File: config.mk
export PLATFORM = sky130hd
export DESIGN_NAME = uart_transmitter
export DESIGN_NICKNAME = d
export VERILOG_FILES = /design/src/rtl/uart_pkg.sv /design/src/rtl/uart_baud_tick.sv /design/src/rtl/uart_transmitter.sv
export SDC_FILE = /design/constraint.sdc
export NUM_CORES = 1
export LEC_CHECK = 0
export BUFFER_PORTS_ARGS = -buffer_cell sky130_fd_sc_hd__clkbuf_2
export CAP_MARGIN = 20
export CORE_AREA = 4 4 63 65
export DETAILED_ROUTE_END_ITERATION = 6
export DIE_AREA = 0 0 67 69
export PLACE_DENSITY = 0.75
export SLEW_MARGIN = 40
export SYNTH_ARGS = -nofsm -noshare
export SYNTH_HDL_FRONTEND = slang
export SYNTH_SLANG_ARGS = --single-unit
File: constraint.sdc
create_clock -name clk -period 7.1 [get_ports clk]
set_input_delay 0.355 -clock clk [delete_from_list [all_inputs] [get_ports clk]]
set_output_delay 0.355 -clock clk [all_outputs]
set_load 0.01 [all_outputs]
File: src/rtl/uart_pkg.sv
// rtl/uart_pkg.sv - shared UART constants, tx state encoding and divider helper
package uart_pkg;

  localparam int DATA_WIDTH = 8;
  localparam int FRAME_BITS = 10;

  typedef enum logic [1:0] {
    ST_IDLE  = 2'd0,
    ST_START = 2'd1,
    ST_DATA  = 2'd2,
    ST_STOP  = 2'd3
  } tx_state_e;

  // Clock cycles per bit; shared with the receiver so both ends agree on timing.
  function automatic int calc_cnt_div(input int clk_freq, input int baud_rate);
    return clk_freq / baud_rate;
  endfunction

endpackage

File: src/rtl/uart_baud_tick.sv
// rtl/uart_baud_tick.sv - bit-period counter emitting a one-cycle tick on wrap
module uart_baud_tick #(
  parameter int CNT_DIV = 10
) (
  input  logic clk,
  input  logic rst,
  input  logic clear,
  output logic tick
);

  localparam int CW = (CNT_DIV > 1) ? $clog2(CNT_DIV) : 1;
  localparam logic [CW-1:0] LAST = CW'(CNT_DIV - 1);

  logic [CW-1:0] cnt_q, cnt_d;

  // Tick is purely a function of the count so clear (which depends on tick) cannot loop back.
  assign tick = (cnt_q == LAST);

  // Next count: forced to zero by clear, otherwise counts 0..CNT_DIV-1 and wraps.
  always_comb begin
    cnt_d = cnt_q;
    if (clear || tick) begin
      cnt_d = '0;
    end else begin
      cnt_d = cnt_q + 1'b1;
    end
  end

  // Counter register.
  always_ff @(posedge clk) begin
    if (rst) begin
      cnt_q <= '0;
    end else begin
      cnt_q <= cnt_d;
    end
  end

endmodule

File: src/rtl/uart_transmitter.sv
// rtl/uart_transmitter.sv - 8N1 UART transmitter with one-entry holding register
module uart_transmitter
  import uart_pkg::*;
#(
  parameter int CLK_FREQ  = 100_000_000,
  parameter int BAUD_RATE = 9600
) (
  input  logic                  clk,
  input  logic                  rst,
  input  logic [DATA_WIDTH-1:0] data,
  input  logic                  data_valid,
  output logic                  ready,
  output logic                  TxD,
  output logic                  busy
);

  localparam int CNT_DIV = calc_cnt_div(CLK_FREQ, BAUD_RATE);
  localparam logic [2:0] LAST_BIT = 3'(DATA_WIDTH - 1);

  tx_state_e             state_q, state_d;
  logic [DATA_WIDTH-1:0] shift_q, shift_d;
  logic [DATA_WIDTH-1:0] hold_q, hold_d;
  logic                  hold_full_q, hold_full_d;
  logic [2:0]            bit_idx_q, bit_idx_d;
  logic                  txd_q, txd_d;

  logic tick;
  logic clear;
  logic accept;
  logic direct;
  logic drain;
  logic load;

  assign ready  = !hold_full_q;
  assign accept = data_valid && !hold_full_q;
  assign busy   = (state_q != ST_IDLE) || hold_full_q;
  assign TxD    = txd_q;

  // Counter is parked at zero while idle and restarted on every frame load.
  assign clear = load || (state_q == ST_IDLE);

  uart_baud_tick #(
    .CNT_DIV(CNT_DIV)
  ) u_baud_tick (
    .clk  (clk),
    .rst  (rst),
    .clear(clear),
    .tick (tick)
  );

  // Frame sequencing, hold-register bookkeeping and the next line level.
  always_comb begin
    state_d     = state_q;
    shift_d     = shift_q;
    hold_d      = hold_q;
    hold_full_d = hold_full_q;
    bit_idx_d   = bit_idx_q;
    direct      = 1'b0;
    drain       = 1'b0;
    txd_d       = 1'b1;

    case (state_q)
      ST_IDLE: begin
        if (hold_full_q) begin
          drain = 1'b1;
        end else if (accept) begin
          direct = 1'b1;
        end
      end
      ST_START: begin
        if (tick) begin
          state_d   = ST_DATA;
          bit_idx_d = 3'd0;
        end
      end
      ST_DATA: begin
        if (tick) begin
          if (bit_idx_q == LAST_BIT) begin
            state_d   = ST_STOP;
            bit_idx_d = 3'd0;
          end else begin
            bit_idx_d = bit_idx_q + 3'd1;
          end
        end
      end
      ST_STOP: begin
        if (tick) begin
          if (hold_full_q) begin
            drain = 1'b1;
          end else if (accept) begin
            direct = 1'b1;
          end else begin
            state_d = ST_IDLE;
          end
        end
      end
      default: begin
        state_d = ST_IDLE;
      end
    endcase

    load = direct || drain;

    // A byte taken while the shifter is free skips the hold register entirely.
    if (load) begin
      state_d   = ST_START;
      shift_d   = drain ? hold_q : data;
      bit_idx_d = 3'd0;
    end

    if (drain) begin
      hold_full_d = 1'b0;
    end

    if (accept && !direct) begin
      hold_d      = data;
      hold_full_d = 1'b1;
    end

    // Line level follows the state being entered so TxD is a clean register output.
    case (state_d)
      ST_START: txd_d = 1'b0;
      ST_DATA:  txd_d = shift_d[bit_idx_d];
      default:  txd_d = 1'b1;
    endcase
  end

  // State and datapath registers.
  always_ff @(posedge clk) begin
    if (rst) begin
      state_q     <= ST_IDLE;
      shift_q     <= '0;
      hold_q      <= '0;
      hold_full_q <= 1'b0;
      bit_idx_q   <= 3'd0;
      txd_q       <= 1'b1;
    end else begin
      state_q     <= state_d;
      shift_q     <= shift_d;
      hold_q      <= hold_d;
      hold_full_q <= hold_full_d;
      bit_idx_q   <= bit_idx_d;
      txd_q       <= txd_d;
    end
  end

endmodule

Word-level counts from Yosys, hierarchy flattened
Index checks and enable logic that the tools add are counted.

Output and inout port bits: 3. Logic and storage cells: 56. Bits in registers: 37. Input port bits: 11.

Reductions and logical operators: 12. Equal/unequal tests: 7. Multiplexer cells: 27. $lt $le $gt $ge: 1. Add/subtract/negate cells: 2.

Operators with widths (count): 2-to-1 mux 8 bit (2); adder 14 x 1 -> 14 bit (second input constant) (1); equality test 14 bit (second input constant) (1); 2-to-1 mux 2 bit (7); 2-to-1 mux 3 bit (4); 2-to-1 mux 1 bit (8); equality test 2 bit (second input constant) (3); case mux 1 bit (2 select lines) (3); case mux 2 bit (3 select lines) (1); case mux 3 bit (2 select lines) (1); equality test 2 x 1 -> 1 bit (second input constant) (2); logical OR 1 bit (4); less-than comparator 3 x 4 -> 1 bit (second input constant) (1); nonzero test 2 bit (2); adder 3 x 1 -> 3 bit (second input constant) (1); binary-select mux 1 bit (select 3 bit) (1); equality test 3 bit (second input constant) (1); logical AND 1 bit (2); logical NOT 1 bit (2); logical NOT 2 bit (1); OR reduction 2 bit (1).

Longest topological paths before layout
Depth after elaboration: 11. Depth in mapped cells: 12. Gate-level depth less buffers: 10.

Modules after synthesis
A second synthesis with hierarchy kept.

Cell total of the unflattened synthesis: 208. Area, all modules: 1891.8 µm².

By module, submodules not included: uart_transmitter (times used 1, cells each 139, area each 1271.2 µm², seq. area each 460.4 µm²); uart_baud_tick (times used 1, cells each 69, area each 620.6 µm², seq. area each 280.3 µm²).

Worst setup path after synthesis
Ideal clock, no wire load.

Path kind: reg2reg. Start: register state_q[0]. End: register txd_q, in the netlist TxD. Setup time: 0.067 ns. Data arrival time: 2.449 ns. Setup slack: 4.584 ns. Path buffers: 1. Data required time: 7.033 ns. Stages on the path, launching flop included: 12. Period minus slack after synthesis: 2.516 ns. Cells stage by stage: dfxtp_1 -> inv_1 -> ha_1 -> buf_4 -> nor4b_4 -> a41oi_2 -> nor2_2 -> nor2_1 -> mux2_4 -> a221o_1 -> o211a_1 -> o21ai_2.

Longest elaborated chain between the ends: 7. Elaborated cells on any way between the ends: 24. Those cells by class: eq/ne (5); mux (17); reduce/logical (2).

Ends and longest elaborated chain: start, declared (RTL line uart_transmitter.sv:20) `tx_state_e state_q, state_d;`; start signal, assigned (RTL line uart_transmitter.sv:138) `state_q <= state_d;`; equality test 2 bit, or another cell as far along (RTL line uart_transmitter.sv:62) `case (state_q)`; case mux 1 bit (2 select lines) or 2-to-1 mux 2 bit (tied branches) (RTL line uart_transmitter.sv:62, uart_transmitter.sv:88); 2-to-1 mux 8 bit, or another cell as far along (RTL line uart_transmitter.sv:107) `shift_d = drain ? hold_q : data;`; 2-to-1 mux 8 bit, or another cell as far along (RTL line uart_transmitter.sv:105) `if (load) begin`; binary-select mux 1 bit (select 3 bit) or 2-to-1 mux 2 bit (tied branches) (RTL line uart_transmitter.sv:123, uart_transmitter.sv:105); 2-to-1 mux 1 bit (not written as such), or another cell as far along (RTL line uart_transmitter.sv:123) `ST_DATA: txd_d = shift_d[bit_idx_d];`; case mux 1 bit (2 select lines) * (RTL line uart_transmitter.sv:121) `case (state_d)`; end signal, assigned (RTL line uart_transmitter.sv:143) `txd_q <= txd_d;`; end, declared (RTL line uart_transmitter.sv:25) `logic txd_q, txd_d;`.

Mark *: on every way between the ends. The rest lies on a longest branch, timed or not. The select of a mux whose other input is x is not followed. A chain may end at the register's enable or synchronous reset.

Worst setup path in the final report
Start: register state_q[1]. End: register txd_q, in the netlist TxD.

The elaborated chain is that of the path after synthesis.

==> results.ini <==
[run_status]
outcome = finished, final reports clean

[yosys]
synth_edf_count = 0
synth_nets = 235
ys_seq_area_share_pct = 38.74
ys_types = 51
ys_ff_latch = 37
syn_avg_cell_area_sq_um = 8.851
synth_top_cell_by_area = dfxtp_1
synth_area_sq_um = 1912
synth_ff_type = dfxtp_1
synthArstFlopShare_pct = 0
yosys-top-cells-area = dfxtp_1 (39%), nor2_1 (7.3%), ha_1 (5.2%), mux2i_1 (4.7%), nand3_1 (4.2%)
yosysTopAreaCellShare_pct = 38.74
netlist_instances = 216
yosysWarnings = 0

[worst_setup_path]
critical_path_arrival_ns = 3.34
end_kind = flip-flop
cp-start-kind = flip-flop
r2r-start = state_q[1]$_SDFF_PP0_
cp-endpoint = TxD$_SDFF_PP1_
crit_start = state_q[1]$_SDFF_PP0_
reg2reg_to = TxD$_SDFF_PP1_
path_class = reg2reg
crit_path_max_fanout = 15
crit_required_ns = 7.38
ff2ff_path_depth = 10
r2r_slack_ns = 4.03

[sta]
drv_slew = 0
fin_crit_ns = 3.066
setup_tns_ns = 0
relSlewSlack_pct = 60.25
rsz0062_at_grt = no
period_share_pct = 43.18
skew_ns = 0.01192
tightest_slew_ns = 0.5900
max_freq_mhz = 326.2
hold_viol = 0
setup_viol = 0

[global_routing]
grt_pass1_vias = 1455
grt_usage_pct = 17.65
overflow = 0
grt_start_max_net_pins = 25
antenna_found_initial = 0
grt_pass1_wl_microns = 6575

[power]
p_sw_share_pct = 28.97
net-switching-power_mw = 0.1220
p_leak_nw = 0.8236
p_seq_share_pct = 54.4
vdd_ir_drop_max_v = 0.0001492
intPower_mw = 0.2991
comb_power_share_pct = 19.4
cellPowerDensity_nw_per_um2 = 206.6
p_clk_share_pct = 26.2

[cells_and_area]
area_growth_pct = 6.610
layout-drive-gt1-share_pct = 14.67
final-seq-area_sq_um = 740.7
stdcell_count = 271
multi_input_area_sq_um = 1097
fillers = 315
num_antenna_cells = 0
nets = 244

[clock_network]
clk_pin_slew_ns = 0.11
clockRootBuffer = clkbuf_4
cts.sinks = 37
insertion_delay_ns = 0.33
post-cts-setup-buffer-count = 0
cts_tree = built
postCtsHoldBufs = 0
clk_path_buf_depth = 2
h-tree-depth = 2
cts_resized = 0
cts_buffers = 5

[worst_hold_path]
hold_depth = 3
hold_path_class = in2reg

[die]
fp.dieArea_sq_um = 4623
pin_count = 14
start_util_pct = 57.29
die_height_microns = 69
coreArea_sq_um = 3337
dieWidth_microns = 67
rows = 21

[route]
avgRoutedWirePerCell_microns = 13.43
drc = 0
vias_per_cell = 5.601
drtIter0Drc = 127
vias = 1518
ant_nets = 0
drt_wl_total_microns = 3640
first_pass_iters = 4

[placed_design]
dp_hpwl_microns = 2617
io_buffers = 13
gp_congestion = 0.7459
dp.cells = 264

[run]
maxCapViolCount = 0

-- cell families after synthesis --
group	share of synthesized area, %
flops	38.74
compound gates	16.36
simple gates	24.80
fa+ha+maj	5.236
mux	5.497
buf+inv	3.861
xor+xnor	5.497
-- power by group through the flow --
stage	clock (mW)	sequential, mW	combinational (mW)
after floorplan	0	0.231	0.0663
after global placement	0	0.234	0.0795
after detailed placement	0	0.234	0.0808
after CTS	0.115	0.229	0.0818
after global routing	0.125	0.231	0.0919
final	0.111	0.229	0.0816
-- registers in the layout (all words and copies together) (netlist names) --
| name | flops |
|---|---|
| bit_idx_q | 3 |
| hold_q | 8 |
| u_baud_tick.cnt_q | 14 |
| shift_q | 8 |
| hold_full_q | 1 |
| TxD | 1 |
| state_q | 2 |
-- critical path, stage by stage, from the launching register on --
cell,delay [ns]
dfxtp_1,0.40
inv_1,0.11
ha_1,0.44
nor4b_4,0.30
a41oi_2,0.21
nor2_2,0.50
nor2_1,0.12
mux2_4,0.28
a221o_1,0.34
o211a_1,0.21
o21ai_2,0.10
-- layout by cell type, fill, tap and decap left out, types with 2 or more instances in the layout --
cell,instances
inv_1,5
nand2_1,19
clkbuf_4,5
o21ai_0,5
o22ai_1,4
o31ai_1,2
nor2_1,37
dfxtp_1,37
nor3_1,4
and3_1,4
a21oi_1,4
mux2i_1,9
nor3b_1,2
ha_1,8
xnor2_1,4
a211oi_1,2
nand3_1,16
clkbuf_2,13
a311oi_1,5
xor2_1,8
-- cell usage after synthesis (2+ instances only) --
master / n
a211oi_1: 2
a21oi_1: 4
a311oi_1: 5
and3_1: 4
buf_2: 2
buf_4: 2
clkbuf_1: 7
dfxtp_1: 37
ha_1: 8
inv_1: 5
mux2i_1: 9
nand2_1: 19
nand3_1: 16
nor2_1: 37
nor3_1: 4
nor3b_1: 2
o21ai_0: 5
o22ai_1: 4
o31ai_1: 2
xnor2_1: 4
xor2_1: 8
-- cell type report --
cell class	instances	area share, %
multi-input cells	162	53.84
flip-flops and latches	37	36.34
well taps	46	2.824
repair buffers	13	3.192
inverters	6	1.105
clock buffers	7	2.701
-- worst min path at each step --
stage	end	slack (ns)	start
finish	hold_q[7]$_SDFFE_PP0P_	0.28	data[7]
floorplan	u_baud_tick.cnt_q[0]$_SDFF_PP0_	0.41	u_baud_tick.cnt_q[0]$_SDFF_PP0_
detailed placement	u_baud_tick.cnt_q[0]$_SDFF_PP0_	0.43	u_baud_tick.cnt_q[0]$_SDFF_PP0_
CTS	hold_q[3]$_SDFFE_PP0P_	0.27	data[3]
global placement	u_baud_tick.cnt_q[0]$_SDFF_PP0_	0.43	u_baud_tick.cnt_q[0]$_SDFF_PP0_
global route	shift_q[7]$_SDFF_PP0_	0.27	data[7]
-- through the flow --
stage               util [%]  setup slack (ns)  instance area [sq um]  power [mW]  hold WS, ns
floorplan                  -             4.584                   1912      0.2975       0.4132
global placement       59.43             4.198                   1983      0.3133       0.4262
detailed placement     59.43             4.099                   1983      0.3146       0.4329
CTS                    61.08             4.067                   2038      0.4255       0.2664
global route           61.08             3.839                   2038      0.4481       0.2732
finish                 61.08             4.034                   2038      0.4211       0.2797
-- routing by layer --
| layer | wire (microns) | global-route usage [%] |
|---|---|---|
| met1 | 1820 | 25.10 |
| met2 | 1604 | 25.87 |
| met3 | 171 | 4.545 |
| met4 | 44 | 5.405 |
| met5 | 0 | 0 |
Note: power is estimated with default switching activity, not from simulation.
